===== src/rtl/booth_pkg.sv =====
// Shared definitions for the radix-4 Booth carry-save accumulator: digit
// encodings, default sizing and the controller state encoding.
package booth_pkg;

  localparam int DEF_WIDTH = 32;

  // Number of radix-4 digits needed to cover an operand extended by two bits
  function automatic int booth_ndig(input int width);
    return width / 2 + 1;
  endfunction

  localparam int DEF_NDIG = booth_ndig(DEF_WIDTH);

  typedef enum logic [2:0] {
    ZERO = 3'd0,
    P1   = 3'd1,
    P2   = 3'd2,
    M1   = 3'd3,
    M2   = 3'd4
  } booth_digit_e;

  typedef enum logic [1:0] {
    IDLE  = 2'd0,
    ACCUM = 2'd1,
    DONE  = 2'd2
  } state_e;

endpackage


===== src/rtl/booth_pp_row.sv =====
// One radix-4 Booth partial-product row, unshifted. A negative digit is
// returned as the inverted magnitude plus a neg flag; the caller places the
// matching +1 at the row's weight so no carry-propagate negation is needed.
module booth_pp_row
  import booth_pkg::*;
#(
  parameter int WIDTH = DEF_WIDTH
) (
  input  logic [2:0]         triplet,
  input  logic [WIDTH+1:0]   a_ext,
  output logic [2*WIDTH-1:0] row,
  output logic               neg
);

  localparam int RW = 2 * WIDTH;

  booth_digit_e      digit;
  logic [RW-1:0]     a_wide;

  assign a_wide = {{(RW - WIDTH - 2){a_ext[WIDTH+1]}}, a_ext};

  // Decode the overlapping bit triplet {b[2i+1], b[2i], b[2i-1]} into a digit
  always_comb begin
    digit = ZERO;
    case (triplet)
      3'b001, 3'b010: digit = P1;
      3'b011:         digit = P2;
      3'b100:         digit = M2;
      3'b101, 3'b110: digit = M1;
      default:        digit = ZERO;
    endcase
  end

  // Select the multiple of the multiplicand, inverting it for negative digits
  always_comb begin
    row = '0;
    neg = 1'b0;
    case (digit)
      P1: row = a_wide;
      P2: row = a_wide << 1;
      M1: begin
        row = ~a_wide;
        neg = 1'b1;
      end
      M2: begin
        row = ~(a_wide << 1);
        neg = 1'b1;
      end
      default: row = '0;
    endcase
  end

endmodule


===== src/rtl/booth_csa_accumulator.sv =====
// Iterative radix-4 Booth multiplier front end. DPC partial products per cycle
// are folded into a carry-save sum/carry pair, which is handed to the final
// prefix adder on a valid/ready handshake once every digit has been consumed.
module booth_csa_accumulator
  import booth_pkg::*;
#(
  parameter int WIDTH = DEF_WIDTH,
  parameter int DPC   = 4
) (
  input  logic               clk,
  input  logic               rst_n,
  input  logic               in_valid,
  output logic               in_ready,
  input  logic [WIDTH-1:0]   in_a,
  input  logic [WIDTH-1:0]   in_b,
  input  logic               in_signed,
  output logic               out_valid,
  input  logic               out_ready,
  output logic [2*WIDTH-1:0] out_sum,
  output logic [2*WIDTH-1:0] out_carry
);

  localparam int NDIG = booth_ndig(WIDTH);
  localparam int RW   = 2 * WIDTH;
  localparam int KW   = $clog2(NDIG + DPC + 1);

  state_e            state;
  state_e            next_state;

  logic [WIDTH+1:0]  a_q;
  logic [WIDTH+1:0]  b_q;
  logic [RW-1:0]     sum_q;
  logic [RW-1:0]     carry_q;
  logic [KW-1:0]     k_q;

  logic [WIDTH+1:0]  a_ext_in;
  logic [WIDTH+1:0]  b_ext_in;
  logic [WIDTH+2:0]  b_pad;

  logic [RW-1:0]     pp_rows  [DPC];
  logic [RW-1:0]     neg_bits [DPC];
  logic [RW-1:0]     neg_row;
  logic [RW-1:0]     st_sum   [DPC+2];
  logic [RW-1:0]     st_carry [DPC+2];

  // The signedness choice is folded into the stored operands at capture time
  assign a_ext_in = {{2{in_signed & in_a[WIDTH-1]}}, in_a};
  assign b_ext_in = {{2{in_signed & in_b[WIDTH-1]}}, in_b};
  assign b_pad    = {b_q, 1'b0};

  assign in_ready  = (state == IDLE);
  assign out_valid = (state == DONE);
  assign out_sum   = sum_q;
  assign out_carry = carry_q;

  // Per-digit partial products for digits k..k+DPC-1, placed at weight 4^digit
  for (genvar j = 0; j < DPC; j++) begin : g_digit
    logic [KW-1:0] idx;
    logic [KW:0]   shamt;
    logic          idx_ok;
    logic [2:0]    triplet;
    logic [RW-1:0] raw_row;
    logic          raw_neg;

    assign idx     = k_q + KW'(j);
    assign shamt   = {idx, 1'b0};
    assign idx_ok  = (int'(idx) < NDIG);
    assign triplet = 3'(b_pad >> shamt);

    booth_pp_row #(.WIDTH(WIDTH)) u_pp_row (
      .triplet (triplet),
      .a_ext   (a_q),
      .row     (raw_row),
      .neg     (raw_neg)
    );

    assign pp_rows[j]  = idx_ok ? (raw_row << shamt) : '0;
    assign neg_bits[j] = (idx_ok && raw_neg) ? (RW'(1) << shamt) : '0;
  end

  // Neg bits sit at distinct even positions, so they merge into one row by OR
  always_comb begin
    neg_row = '0;
    for (int j = 0; j < DPC; j++) begin
      neg_row = neg_row | neg_bits[j];
    end
  end

  // Chain of 3:2 full-adder columns folding each new row into sum/carry;
  // the carry out of the top column falls off, which is the mod 2^RW wrap
  assign st_sum[0]   = sum_q;
  assign st_carry[0] = carry_q;

  for (genvar j = 0; j <= DPC; j++) begin : g_csa
    logic [RW-1:0] z;
    logic [RW-1:0] maj;

    if (j < DPC) begin : g_pp
      assign z = pp_rows[j];
    end else begin : g_neg
      assign z = neg_row;
    end

    assign st_sum[j+1]   = st_sum[j] ^ st_carry[j] ^ z;
    assign maj           = (st_sum[j] & st_carry[j]) | (st_sum[j] & z) | (st_carry[j] & z);
    assign st_carry[j+1] = maj << 1;
  end

  // Controller state register
  always_ff @(posedge clk or negedge rst_n) begin
    if (!rst_n) begin
      state <= IDLE;
    end else begin
      state <= next_state;
    end
  end

  // Next-state decode: accumulate until the last digit group has been folded in
  always_comb begin
    next_state = state;
    case (state)
      IDLE:    if (in_valid) next_state = ACCUM;
      ACCUM:   if (int'(k_q) + DPC >= NDIG) next_state = DONE;
      DONE:    if (out_ready) next_state = IDLE;
      default: next_state = IDLE;
    endcase
  end

  // Operand capture, carry-save accumulation and digit index advance
  always_ff @(posedge clk or negedge rst_n) begin
    if (!rst_n) begin
      a_q     <= '0;
      b_q     <= '0;
      sum_q   <= '0;
      carry_q <= '0;
      k_q     <= '0;
    end else begin
      case (state)
        IDLE: begin
          if (in_valid) begin
            a_q     <= a_ext_in;
            b_q     <= b_ext_in;
            sum_q   <= '0;
            carry_q <= '0;
            k_q     <= '0;
          end
        end
        ACCUM: begin
          sum_q   <= st_sum[DPC+1];
          carry_q <= st_carry[DPC+1];
          k_q     <= k_q + KW'(DPC);
        end
        default: begin
        end
      endcase
    end
  end

endmodule


===== config.mk =====
export PLATFORM = sky130hd
export DESIGN_NAME = booth_csa_accumulator
export DESIGN_NICKNAME = d
export VERILOG_FILES = /design/src/rtl/booth_pkg.sv /design/src/rtl/booth_pp_row.sv /design/src/rtl/booth_csa_accumulator.sv
export SDC_FILE = /design/constraint.sdc
export NUM_CORES = 1
export LEC_CHECK = 0
export CAP_MARGIN = 15
export CORE_MARGIN = 4
export CORE_UTILIZATION = 60
export DETAILED_ROUTE_END_ITERATION = 12
export PLACE_DENSITY = 0.82
export SLEW_MARGIN = 10
export SYNTH_ARGS = -nofsm -noshare
export SYNTH_HDL_FRONTEND = slang
export SYNTH_SLANG_ARGS = --single-unit

===== constraint.sdc =====
create_clock -name clk -period 6.6 [get_ports clk]
set_input_delay 1.32 -clock clk [delete_from_list [all_inputs] [get_ports clk]]
set_output_delay 1.32 -clock clk [all_outputs]
set_load 0.05 [all_outputs]

==> results.toml <==
[finish]
area_growth_pct = 13.6
finalNonFillerCells = 3208
postLayoutCellArea_mm2 = 0.0263
layout.nets = 3068
n_fill_cell = 2843
drive_above_1_share_pct = 10.5

[detailed_routing]
via_per_inst = 6.54
wire_per_inst_um = 28.7
num_vias = 20979
drt_iter0_markers = 3021
first_pass_iters = 8
ant_nets = 0
drc = 0
wirelength_um = 92100

[clock_network]
ctsLongestPathBuffers = 2
htreeDepth = 4
postCtsSetupRepairBufs = 0
clock-sinks = 197
root_buffer = "clkbuf_16"
cts.clk_slew.worst_paths_ns = 0.09
cts_inserted_buffers = 17
cts_tree = "yes"
clock_latency_ns = 0.50

[die]
num_rows = 71
ios = 199
chipWidth_um = 204
core_area_mm2 = 0.0378
die-area_mm2 = 0.0417
initial_core_util_pct = 61.1
dieHeight_um = 204

[logic_synthesis]
postSynthCellCount = 2585
syn_area_mm2 = 0.0231
synth.top_cell.area_share_pct = 23.8
yosysTopAreaCell = "fa_1"
yosys_most_used_dff = "dfrtp_1"
synth-edff-count = 0
synth_cell_types = 75
syn-mean-instance-area_um2 = 8.94
ys_top_cells_by_area = "fa_1, dfrtp_1, nand2_1, inv_1, mux2i_1"
yosysWarnings = 0
async_flop_share_pct = 100
seq_area_frac_synth_pct = 21.3
synth_seq_cells = 197

[global_route]
track_usage_pct = 44.5
antenna_found_initial = 1
grt_max_degree = 113
grt_pass1_vias = 21421
grt_first_pass_wirelength_um = 138000
grt-ovfl-total = 0

[timing]
hold_viol_final = 0
min_period_over_period_pct = 96.2
finClkSkew_ns = 0.0140
rsz0062_at_grt = "false"
relSlewSlack_pct = 29.3
drv_slew = 0
tns_ns = 0
fin_crit_ns = 6.35
finalSetupViolCount = 0
timing.fmax_mhz = 158
worstMarginPinSlew_ns = 1.06

[run]
cap_violations = 0

[critical_path]
start_kind = "flip-flop"
path_class = "reg2reg"
cp.arrival_ns = 6.73
cp_max_fo = 51
required_ns = 6.98
worstSetupEndpointType = "flip-flop"

[placed_design]
placed_cells = 3171
place.gp.congestion = 1.06
numPortBuffers = 196
dpl_cell_area_mm2 = 0.0256
hpwl_um = 71600

[min_path]
hold_class = "reg2reg"

[run_status]
outcome = "finished clean"
## Yosys cell counts (5+ instances only)
master / count
o221a_2: 16
o21ai_0: 109
o31a_1: 5
and2_1: 10
clkbuf_1: 155
mux2_2: 90
o211ai_1: 11
nor3_1: 16
buf_4: 9
fa_1: 275
a21o_1: 23
a22o_1: 6
nand2_1: 322
buf_2: 30
a221oi_1: 5
o221ai_1: 51
mux2i_1: 112
xor2_1: 62
buf_1: 26
a22oi_1: 13
a211oi_1: 7
a221oi_2: 22
xnor2_1: 75
or2_1: 10
nand3_1: 183
a21oi_1: 100
inv_1: 306
mux4_2: 6
dfrtp_1: 197
o21ai_1: 50
buf_6: 7
o22ai_1: 14
nor4_1: 27
ha_1: 45
nor2_1: 113
## state kept, by name, indices dropped and copies added (netlist names)
name and cells:
b_q 33, out_carry 62, state 2, k_q 3, out_sum 64, a_q 33
## area by class of cell
cell class | count | area [um^2] | area share [%]
clock inverters | 15 | 194 | 0.739
clock buffers | 17 | 425 | 1.62
inverters | 310 | 1160 | 4.43
repair buffers | 280 | 2650 | 10.1
diodes | 5 | 12.5 | 0.0476
flip-flops and latches | 197 | 4940 | 18.8
multi-input cells | 1873 | 16200 | 61.8
well taps | 511 | 639 | 2.43
## per-layer routing
layer / GRT usage (%) / wire [um]
met4: 23.9 / 6330
met5: 0 / 0
met3: 13.9 / 10400
met2: 69.6 / 42100
met1: 55.7 / 33300
## cells in the final DEF (no fill, tap or decap), types with 51 or more instances in the layout
master / instances
nand3_1: 183
clkdlybuf4s50_1: 195
nand2_1: 319
a21oi_1: 100
mux2i_1: 112
xor2_1: 61
o221ai_1: 51
xnor2_1: 73
o21ai_0: 109
buf_4: 80
dfrtp_1: 194
inv_1: 306
nor2_1: 113
fa_1: 275
mux2_2: 90
## cells by family (layout without fill, tap and decap cells)
family,Yosys count,count (layout),synth area share [%]
simple gates,704,704,13.5
other cells,2,29,0.0325
mux,210,210,10.0
flops,197,197,21.3
buf+inv,537,622,9.25
compound gates,476,476,14.3
fa+ha+maj,320,320,26.2
xor+xnor,139,139,5.36
## through the flow
| step | setup slack (ns) | utilization (%) | hold slack [ns] |
|---|---|---|---|
| 2_1_floorplan | 1.20 | - | 0.474 |
| 3_3_place_gp | 0.472 | 67.7 | 0.485 |
| 3_5_place_dp | 0.260 | 67.7 | 0.488 |
| 4_1_cts | 0.186 | 69.3 | 0.511 |
| 5_1_grt | 0.124 | 69.4 | 0.524 |
| 6_report | 0.252 | 69.4 | 0.513 |
## what timing repair did
| action | 4_1_cts | 5_1_grt |
|---|---|---|
| endpoints found under the hold margin | 0 | 0 |
| hold buffers | 0 | 0 |
| resized for setup | 0 | 1 |
| endpoints found under the setup margin | 0 | 1 |
## worst paths after layout
| check | from | end | slack [ns] | cells past startpoint |
|---|---|---|---|---|
| setup / recovery | k_q[2] | out_sum[14] | 0.25 | 16 |
| hold / removal | b_q[0] | b_q[0] | 0.51 | 1 |
| setup reg to reg | k_q[2] | out_sum[14] | 0.25 | 16 |
| hold reg to reg | b_q[0] | b_q[0] | 0.51 | 1 |
| max in group asynchronous | rst_n | k_q[2] | 4.69 | 2 |
| min in group asynchronous | rst_n | out_sum[0] | 0.83 | 1 |
## worst max-delay path, stage by stage (launching register included)
cell and delay (ns):
dfrtp_4 0.63, nand4bb_1 0.50, o221a_2 0.37, buf_12 0.25
nor4_1 0.49, a221oi_4 0.15, mux2i_1 0.70, and2_1 0.34
fa_1 0.45, inv_1 0.10, fa_1 0.44, fa_1 0.51
inv_1 0.05, fa_1 0.36, inv_1 0.08, fa_1 0.43
o21ai_0 0.32
Power is not shown: default switching activity piles up to over one toggle a cycle in this logic, so the estimate is an artifact.
